--- src/rtl/score_readout_if.sv ---
// Bus between the score readout block and its surroundings (game controls,
// register file read port, display).
//   master: drives start/next and the register file read data, observes results.
//   slave : the score_readout block itself.
//   start/next    : compute request (level) and display-advance pulse
//   registerData  : combinational read data for ReadAddress
//   ReadAddress   : register file read address
//   Busy/Valid/Empty, BestScore, AverageScore, DisplayValue, DisplayIndex : results
interface score_readout_if #(
  parameter int unsigned WIDTH      = 13,
  parameter int unsigned ADDR_WIDTH = 3
);
  logic                  start;
  logic                  next;
  logic [WIDTH-1:0]      registerData;
  logic [ADDR_WIDTH-1:0] ReadAddress;
  logic                  Busy;
  logic                  Valid;
  logic                  Empty;
  logic [WIDTH-1:0]      BestScore;
  logic [WIDTH-1:0]      AverageScore;
  logic [WIDTH-1:0]      DisplayValue;
  logic [ADDR_WIDTH-1:0] DisplayIndex;

  modport master (
    output start, next, registerData,
    input  ReadAddress, Busy, Valid, Empty, BestScore, AverageScore, DisplayValue,
           DisplayIndex
  );

  modport slave (
    input  start, next, registerData,
    output ReadAddress, Busy, Valid, Empty, BestScore, AverageScore, DisplayValue,
           DisplayIndex
  );
endinterface

--- src/rtl/score_readout.sv ---
// Score readout: reads the trial count (register 0) and the scores (registers
// 1..count) through a single read port, computes the minimum and the truncated
// average (restoring shift-subtract divider), then lets the player step through
// the individual scores.
// Ports:
//   Clock : system clock, rising edge
//   Reset : synchronous, active-high
//   bus   : score_readout_if.slave (start/next in, register file port, results out)
module score_readout #(
  parameter int unsigned WIDTH      = 13,
  parameter int unsigned ADDR_WIDTH = 3,
  parameter int unsigned MAX_SCORES = 4
) (
  input logic            Clock,
  input logic            Reset,
  score_readout_if.slave bus
);

  // Sum of up to MAX_SCORES words; two extra bits cover MAX_SCORES = 4.
  localparam int unsigned SumW = WIDTH + 2;
  // Shifted remainder is below 2*count, so one bit above the count width.
  localparam int unsigned RemW = ADDR_WIDTH + 1;
  localparam int unsigned DivCntW = $clog2(SumW);
  localparam logic [DivCntW-1:0]    DivLast    = DivCntW'(SumW - 1);
  localparam logic [WIDTH-1:0]      MaxScoresW = WIDTH'(MAX_SCORES);
  localparam logic [ADDR_WIDTH-1:0] MaxScoresA = ADDR_WIDTH'(MAX_SCORES);

  typedef enum logic [2:0] {
    StIdle,
    StReadCount,
    StAccum,
    StDivide,
    StShow
  } state_t;

  state_t                stateQ, stateD;
  logic [ADDR_WIDTH-1:0] countQ, countD;
  logic [ADDR_WIDTH-1:0] idxQ, idxD;
  logic [SumW-1:0]       sumQ, sumD;
  logic [WIDTH-1:0]      bestQ, bestD;       // running minimum during ACCUM
  logic [SumW-1:0]       quotQ, quotD;       // dividend shifts out, quotient shifts in
  logic [ADDR_WIDTH-1:0] remQ, remD;
  logic [DivCntW-1:0]    divCntQ, divCntD;
  logic [WIDTH-1:0]      bestScoreQ, bestScoreD;
  logic [WIDTH-1:0]      avgQ, avgD;
  logic [ADDR_WIDTH-1:0] dispIdxQ, dispIdxD;

  // Divider step: one dividend bit into the remainder, conditional subtract.
  logic [RemW-1:0]       remShift;
  logic                  remGe;
  logic [ADDR_WIDTH-1:0] remNext;
  logic [SumW-1:0]       quotNext;
  logic [ADDR_WIDTH-1:0] countClamped;

  always_comb begin
    remShift = {remQ, quotQ[SumW-1]};
    remGe    = remShift >= {1'b0, countQ};
    remNext  = remGe ? ADDR_WIDTH'(remShift - {1'b0, countQ}) : ADDR_WIDTH'(remShift);
    quotNext = {quotQ[SumW-2:0], remGe};
  end

  // Full-width compare so e.g. 8 is not mistaken for 0 by its low bits.
  always_comb begin
    countClamped = (bus.registerData > MaxScoresW) ? MaxScoresA
                                                   : bus.registerData[ADDR_WIDTH-1:0];
  end

  always_comb begin
    stateD     = stateQ;
    countD     = countQ;
    idxD       = idxQ;
    sumD       = sumQ;
    bestD      = bestQ;
    quotD      = quotQ;
    remD       = remQ;
    divCntD    = divCntQ;
    bestScoreD = bestScoreQ;
    avgD       = avgQ;
    dispIdxD   = dispIdxQ;

    bus.ReadAddress  = '0;
    bus.DisplayValue = '0;

    unique case (stateQ)
      StIdle: begin
        if (bus.start) stateD = StReadCount;
      end

      StReadCount: begin
        countD = countClamped;
        if (countClamped == '0) begin
          stateD     = StShow;
          bestScoreD = '0;
          avgD       = '0;
          dispIdxD   = '0;
        end else begin
          stateD = StAccum;
          idxD   = ADDR_WIDTH'(1);
          sumD   = '0;
          bestD  = '1;
        end
      end

      StAccum: begin
        bus.ReadAddress = idxQ;
        sumD = sumQ + SumW'(bus.registerData);
        if (bus.registerData < bestQ) bestD = bus.registerData;
        idxD = idxQ + ADDR_WIDTH'(1);
        if (idxQ == countQ) begin
          stateD  = StDivide;
          quotD   = sumQ + SumW'(bus.registerData);
          remD    = '0;
          divCntD = '0;
        end
      end

      StDivide: begin
        quotD   = quotNext;
        remD    = remNext;
        divCntD = divCntQ + DivCntW'(1);
        if (divCntQ == DivLast) begin
          stateD     = StShow;
          avgD       = quotNext[WIDTH-1:0];
          bestScoreD = bestQ;
          dispIdxD   = ADDR_WIDTH'(1);
        end
      end

      StShow: begin
        bus.ReadAddress  = dispIdxQ;
        bus.DisplayValue = bus.registerData;
        if (bus.start) begin
          stateD = StReadCount;
        end else if (bus.next && (countQ != '0)) begin
          dispIdxD = (dispIdxQ == countQ) ? ADDR_WIDTH'(1) : dispIdxQ + ADDR_WIDTH'(1);
        end
      end

      default: stateD = StIdle;
    endcase
  end

  always_comb begin
    bus.Busy         = (stateQ == StReadCount) || (stateQ == StAccum) || (stateQ == StDivide);
    bus.Valid        = (stateQ == StShow);
    bus.Empty        = (stateQ == StShow) && (countQ == '0);
    bus.BestScore    = bestScoreQ;
    bus.AverageScore = avgQ;
    bus.DisplayIndex = dispIdxQ;
  end

  always_ff @(posedge Clock) begin
    if (Reset) begin
      stateQ     <= StIdle;
      countQ     <= '0;
      idxQ       <= '0;
      sumQ       <= '0;
      bestQ      <= '0;
      quotQ      <= '0;
      remQ       <= '0;
      divCntQ    <= '0;
      bestScoreQ <= '0;
      avgQ       <= '0;
      dispIdxQ   <= '0;
    end else begin
      stateQ     <= stateD;
      countQ     <= countD;
      idxQ       <= idxD;
      sumQ       <= sumD;
      bestQ      <= bestD;
      quotQ      <= quotD;
      remQ       <= remD;
      divCntQ    <= divCntD;
      bestScoreQ <= bestScoreD;
      avgQ       <= avgD;
      dispIdxQ   <= dispIdxD;
    end
  end

endmodule

--- src/flat_wrapper.sv ---
// flat-port wrapper written by rule: the top's interface ports become plain ports
module score_readout_flat 
#(
  parameter int unsigned WIDTH      = 13,
  parameter int unsigned ADDR_WIDTH = 3,
  parameter int unsigned MAX_SCORES = 4
)
  (Clock, Reset, bus_start, bus_next, bus_registerData, bus_ReadAddress, bus_Busy, bus_Valid, bus_Empty, bus_BestScore, bus_AverageScore, bus_DisplayValue, bus_DisplayIndex);
  score_readout_if #(.WIDTH(WIDTH), .ADDR_WIDTH(ADDR_WIDTH)) bus_i ();
  input logic Clock;
  input logic Reset;
  input wire logic [$bits(bus_i.start)-1:0] bus_start;
  input wire logic [$bits(bus_i.next)-1:0] bus_next;
  input wire logic [$bits(bus_i.registerData)-1:0] bus_registerData;
  output wire logic [$bits(bus_i.ReadAddress)-1:0] bus_ReadAddress;
  output wire logic [$bits(bus_i.Busy)-1:0] bus_Busy;
  output wire logic [$bits(bus_i.Valid)-1:0] bus_Valid;
  output wire logic [$bits(bus_i.Empty)-1:0] bus_Empty;
  output wire logic [$bits(bus_i.BestScore)-1:0] bus_BestScore;
  output wire logic [$bits(bus_i.AverageScore)-1:0] bus_AverageScore;
  output wire logic [$bits(bus_i.DisplayValue)-1:0] bus_DisplayValue;
  output wire logic [$bits(bus_i.DisplayIndex)-1:0] bus_DisplayIndex;
  assign bus_i.start = bus_start;
  assign bus_i.next = bus_next;
  assign bus_i.registerData = bus_registerData;
  assign bus_ReadAddress = bus_i.ReadAddress;
  assign bus_Busy = bus_i.Busy;
  assign bus_Valid = bus_i.Valid;
  assign bus_Empty = bus_i.Empty;
  assign bus_BestScore = bus_i.BestScore;
  assign bus_AverageScore = bus_i.AverageScore;
  assign bus_DisplayValue = bus_i.DisplayValue;
  assign bus_DisplayIndex = bus_i.DisplayIndex;
  score_readout #(.WIDTH(WIDTH), .ADDR_WIDTH(ADDR_WIDTH), .MAX_SCORES(MAX_SCORES)) u_core (.Clock(Clock), .Reset(Reset), .bus(bus_i));
endmodule
--- config.mk ---
export PLATFORM = sky130hd
export DESIGN_NAME = score_readout_flat
export DESIGN_NICKNAME = d
export VERILOG_FILES = /design/src/rtl/score_readout_if.sv /design/src/rtl/score_readout.sv /design/src/flat_wrapper.sv
export SDC_FILE = /design/constraint.sdc
export NUM_CORES = 1
export LEC_CHECK = 0
export ABC_AREA = 1
export CORE_MARGIN = 4
export CORE_UTILIZATION = 40
export CTS_CLUSTER_DIAMETER = 30
export DETAILED_ROUTE_END_ITERATION = 8
export GPL_ROUTABILITY_DRIVEN = 0
export HOLD_SLACK_MARGIN = 0.02
export PLACE_DENSITY = 0.58
export SYNTH_ARGS = -nofsm -noshare
export SYNTH_HDL_FRONTEND = slang
export SYNTH_SLANG_ARGS = --single-unit
--- constraint.sdc ---
create_clock -name Clock -period 2.3 [get_ports Clock]
set_input_delay 0.69 -clock Clock [delete_from_list [all_inputs] [get_ports Clock]]
set_output_delay 0.69 -clock Clock [all_outputs]
set_load 0.01 [all_outputs]
==> impl_results.md <==
* Nets at 948
* TritonCTS clock tree: done
* Worst Skew at 0.00416 ns
* Netlist cell types at 39
* Register area share after synthesis at 33.5%
* VDD IR max at 435 µV
* Synth Cell Area at 5260 µm²
* Tightest Pin Transition at 0.696 ns
* Pwr per Cell Area at 1030 nW/µm²
* Cell class contributing the biggest share of worst-path delay: buffers and inverters
* R2r worst-path depth at 7
* Ports at 65
* Endpoints failing hold at 0
* HP Class: flip-flop to flip-flop
* Share of total power in combinational logic at 48.9%
* Port Buf Inserts at 64
* H-tree Lvls at 3
* Min-Delay Path Depth at 2
* Die H at 123 µm
* CP startpoint kind: flip-flop
* Slew headroom at 53.6%
* Worst reg2reg endpoint: u_core.remQ[1]
* Mean routed wirelength per cell at 13.9 µm
* Setup violations, final at 0
* Slowest cell delay on critical path at 0.34 ns
* Final wirelength at 14900 µm
* Crit-path most repeated cell: inv_2
* Status: finished, final reports clean
* Clock latency on the worst-skew pair at 0.35 ns
* WP data required at 1.61 ns
* Min cycle time layout at 2.25 ns
* Total track usage at 20.5%
* Die Span X at 123 µm
* Final Max Slew Viols at 0
* Share of cells above drive strength 1 at 17.5%
* Final core utilization at 54.1%
* Period utilization at 97.6%
* Max cap viols at 0
* Global-route wire length before repair at 24600 µm
* CP max FO at 13
* DRT Pass-1 Iters at 5
* Die Footprint at 15000 µm²
* Post-synth EDFFs at 0
* Switch share at 42.4%
* Grt ovf at 0
* Critical path buffer and inverter count at 4
* Worst hold endpoint: u_core.bus.BestScore[3]
* Vias at 5229
* Most frequent cells in the layout: nand2_1, inv_1, a21oi_1, dfxtp_1, nor2_1
* Worst path cell trace: inv_2 > nand2_1 > nor2_2 > inv_2 > buf_12 > nor2_1 > clkdlybuf4s15_1
* Final hold slack at 0.458 ns
* Leak at 0.00317 µW
* Synthesis Warnings at 0
* Clock Power Share at 20.6%
* CTS clock-pin slew for the worst setup and hold paths at 0.07 ns
* Main synth FF type: dfxtp_1
* Antenna Nets Post-Route at 0
* Detailed Place HPWL at 10900 µm
* Post-Synthesis Cells at 776
* Nature of the critical path endpoint: output port
* DRC viols at 0
* Clk root buf: clkbuf_16
* Number of global-route vias before repair at 5149
* FMAX at 445 MHz
* Seq pwr share at 30.5%
* Placeable Area at 12700 µm²
* Diodes inserted at 0
* Hold_buf cts at 0
* Asr flop ratio synth at 0%
* Total CTS buffers at 9
* Worst EP arrival at 1.56 ns
* Row count at 41
* CTS Sinks at 88
* DR iter-0 viols at 363
* Synth-to-Final Area Change at 30.8%
* Worst Hold Launch: u_core.bus.BestScore[3]
* R2R Path Start: u_core.quotQ[14]
* Internal power at 4090 µW
* Syn Nets at 827
* Post-Syn Area per Cell at 6.78 µm²
* CP Class: flip-flop to output port
* R2R Setup Slk at 0.30 ns
* Flop and latch count out of synthesis at 88
* Via-to-Cell Ratio at 4.87
* Critical-path top delay cell: dfxtp_2
* Initial antenna violation count at 0
* Clk buf depth at 2
* Initial core utilization at 41.3%
* Psw at 3010 µW
* Cell depth of the worst setup path at 7
* Most common cell after layout, fill and taps aside: nand2_1
* Pin count of the biggest net entering global routing at 62
power groups by stage:
stage / sequential [µW] / combinational [µW] / clock (µW)
6_report: 2170 / 3470 / 1460
5_1_grt: 2200 / 3910 / 1550
4_1_cts: 2150 / 3350 / 1490
3_5_place_dp: 2180 / 3380 / 0
3_3_place_gp: 2170 / 3330 / 0
2_1_floorplan: 2130 / 2230 / 0
how the worst max path moves through the flow:
stage | slack, ns | from | endpoint
6_report | 0.05 | u_core.stateQ[1] | bus_DisplayValue[7]
5_1_grt | -0.009 | u_core.stateQ[1] | bus_DisplayValue[7]
4_1_cts | 0.01 | u_core.stateQ[1] | bus_ReadAddress[2]
3_5_place_dp | -0.46 | bus_registerData[0] | u_core.quotQ[6]
3_3_place_gp | -0.44 | bus_registerData[0] | u_core.quotQ[6]
2_1_floorplan | 0.17 | bus_registerData[0] | u_core.quotQ[6]
metrics by stage:
step	setup slack (ns)	std cells	setup TNS, ns	cell area (µm²)	total power (µW)
finish	0.0549	1074	0	6880	7100
detailed placement	-0.464	1056	-27.21	6530	5560
global placement	-0.442	1056	-26.06	6530	5500
floorplan	0.169	776	0	5260	4350
CTS	0.0147	1072	0	6780	6980
global route	-0.00893	1074	-0.00893	6880	7670
routing by layer:
| layer | vias to the layer above | part of all wire, % | track usage, % |
|---|---|---|---|
| met4 | 0 | 2.1 | 7.28 |
| met2 | 104 | 46 | 33.8 |
| met3 | 23 | 4.0 | 2.95 |
| li1 | 2721 | - | - |
| met5 | - | 0 | 0 |
| met1 | 2381 | 47 | 27.2 |
tightest hold or removal path, delay by kind of cell (launching register included):
family,cells,cell delay [ns]
simple gates,1,0.06
flops,1,0.31
compound gates,1,0.05
repair_timing:
action,CTS,global route
gates resized for setup,32,63
buffers inserted,0,1
endpoints found under the setup margin,30,60
gates cloned,0,1
pin swaps,0,4
final cells by class:
| type | count | area [µm²] |
|---|---|---|
| Fill cell | 1290 | 5840 |
| Multi-Input combinational cell | 563 | 3070 |
| Sequential cell | 88 | 1760 |
| Timing Repair Buffer | 135 | 1170 |
| Inverter | 100 | 378 |
| Clock buffer | 10 | 239 |
| Tap cell | 172 | 215 |
| Clock inverter | 6 | 47.5 |
cell usage after synthesis, types with 2 or more instances:
library cell    n  area [µm²]
nor3_1          3        15.0
xnor2_1         3        26.3
nor2_2          3        18.8
buf_6           7        78.8
or2_2           3        18.8
clkbuf_1        7        26.3
nor2_4          4        45.0
inv_2           4        15.0
inv_1          94         353
nand3_2         3        30.0
dfxtp_1        88        1760
xor2_1          7        61.3
buf_2           9        45.0
buf_4           2        15.0
nand3b_1        3        22.5
or2_0           2        12.5
nand2_4         5        56.3
nand2_1       225         845
o211ai_1        2        15.0
nor2_8          2        40.0
xnor2_2         3        48.8
nand3_1        55         275
ha_1           32         400
nand4_1         4        25.0
nor2_1         75         282
fa_1            2        40.0
o21ai_0        20         100
o21ai_1         2        10.0
a211oi_1        2        15.0
a21oi_1        96         480
kinds of logic after synthesis:
logic type / Yosys count / share of synthesized area (%)
AOI/OAI and AO/OA: 126 / 12.4
xor gates and xnor gates: 13 / 2.59
adders and majority gates: 34 / 8.37
buffers and inverters: 125 / 10.3
DFF: 88 / 33.5
and+or+nand+nor: 390 / 32.8
flip-flops by register name (all words and copies together), names as in the netlist:
| signal | count |
|---|---|
| u_core.bus.AverageScore | 13 |
| u_core.idxQ | 3 |
| u_core.countQ | 3 |
| u_core.stateQ | 3 |
| u_core.bus.DisplayIndex | 3 |
| u_core.bestQ | 13 |
| u_core.quotQ | 15 |
| u_core.bus.BestScore | 13 |
| u_core.divCntQ | 4 |
| u_core.sumQ | 15 |
| u_core.remQ | 3 |
Note: power is estimated with default switching activity, not from simulation.
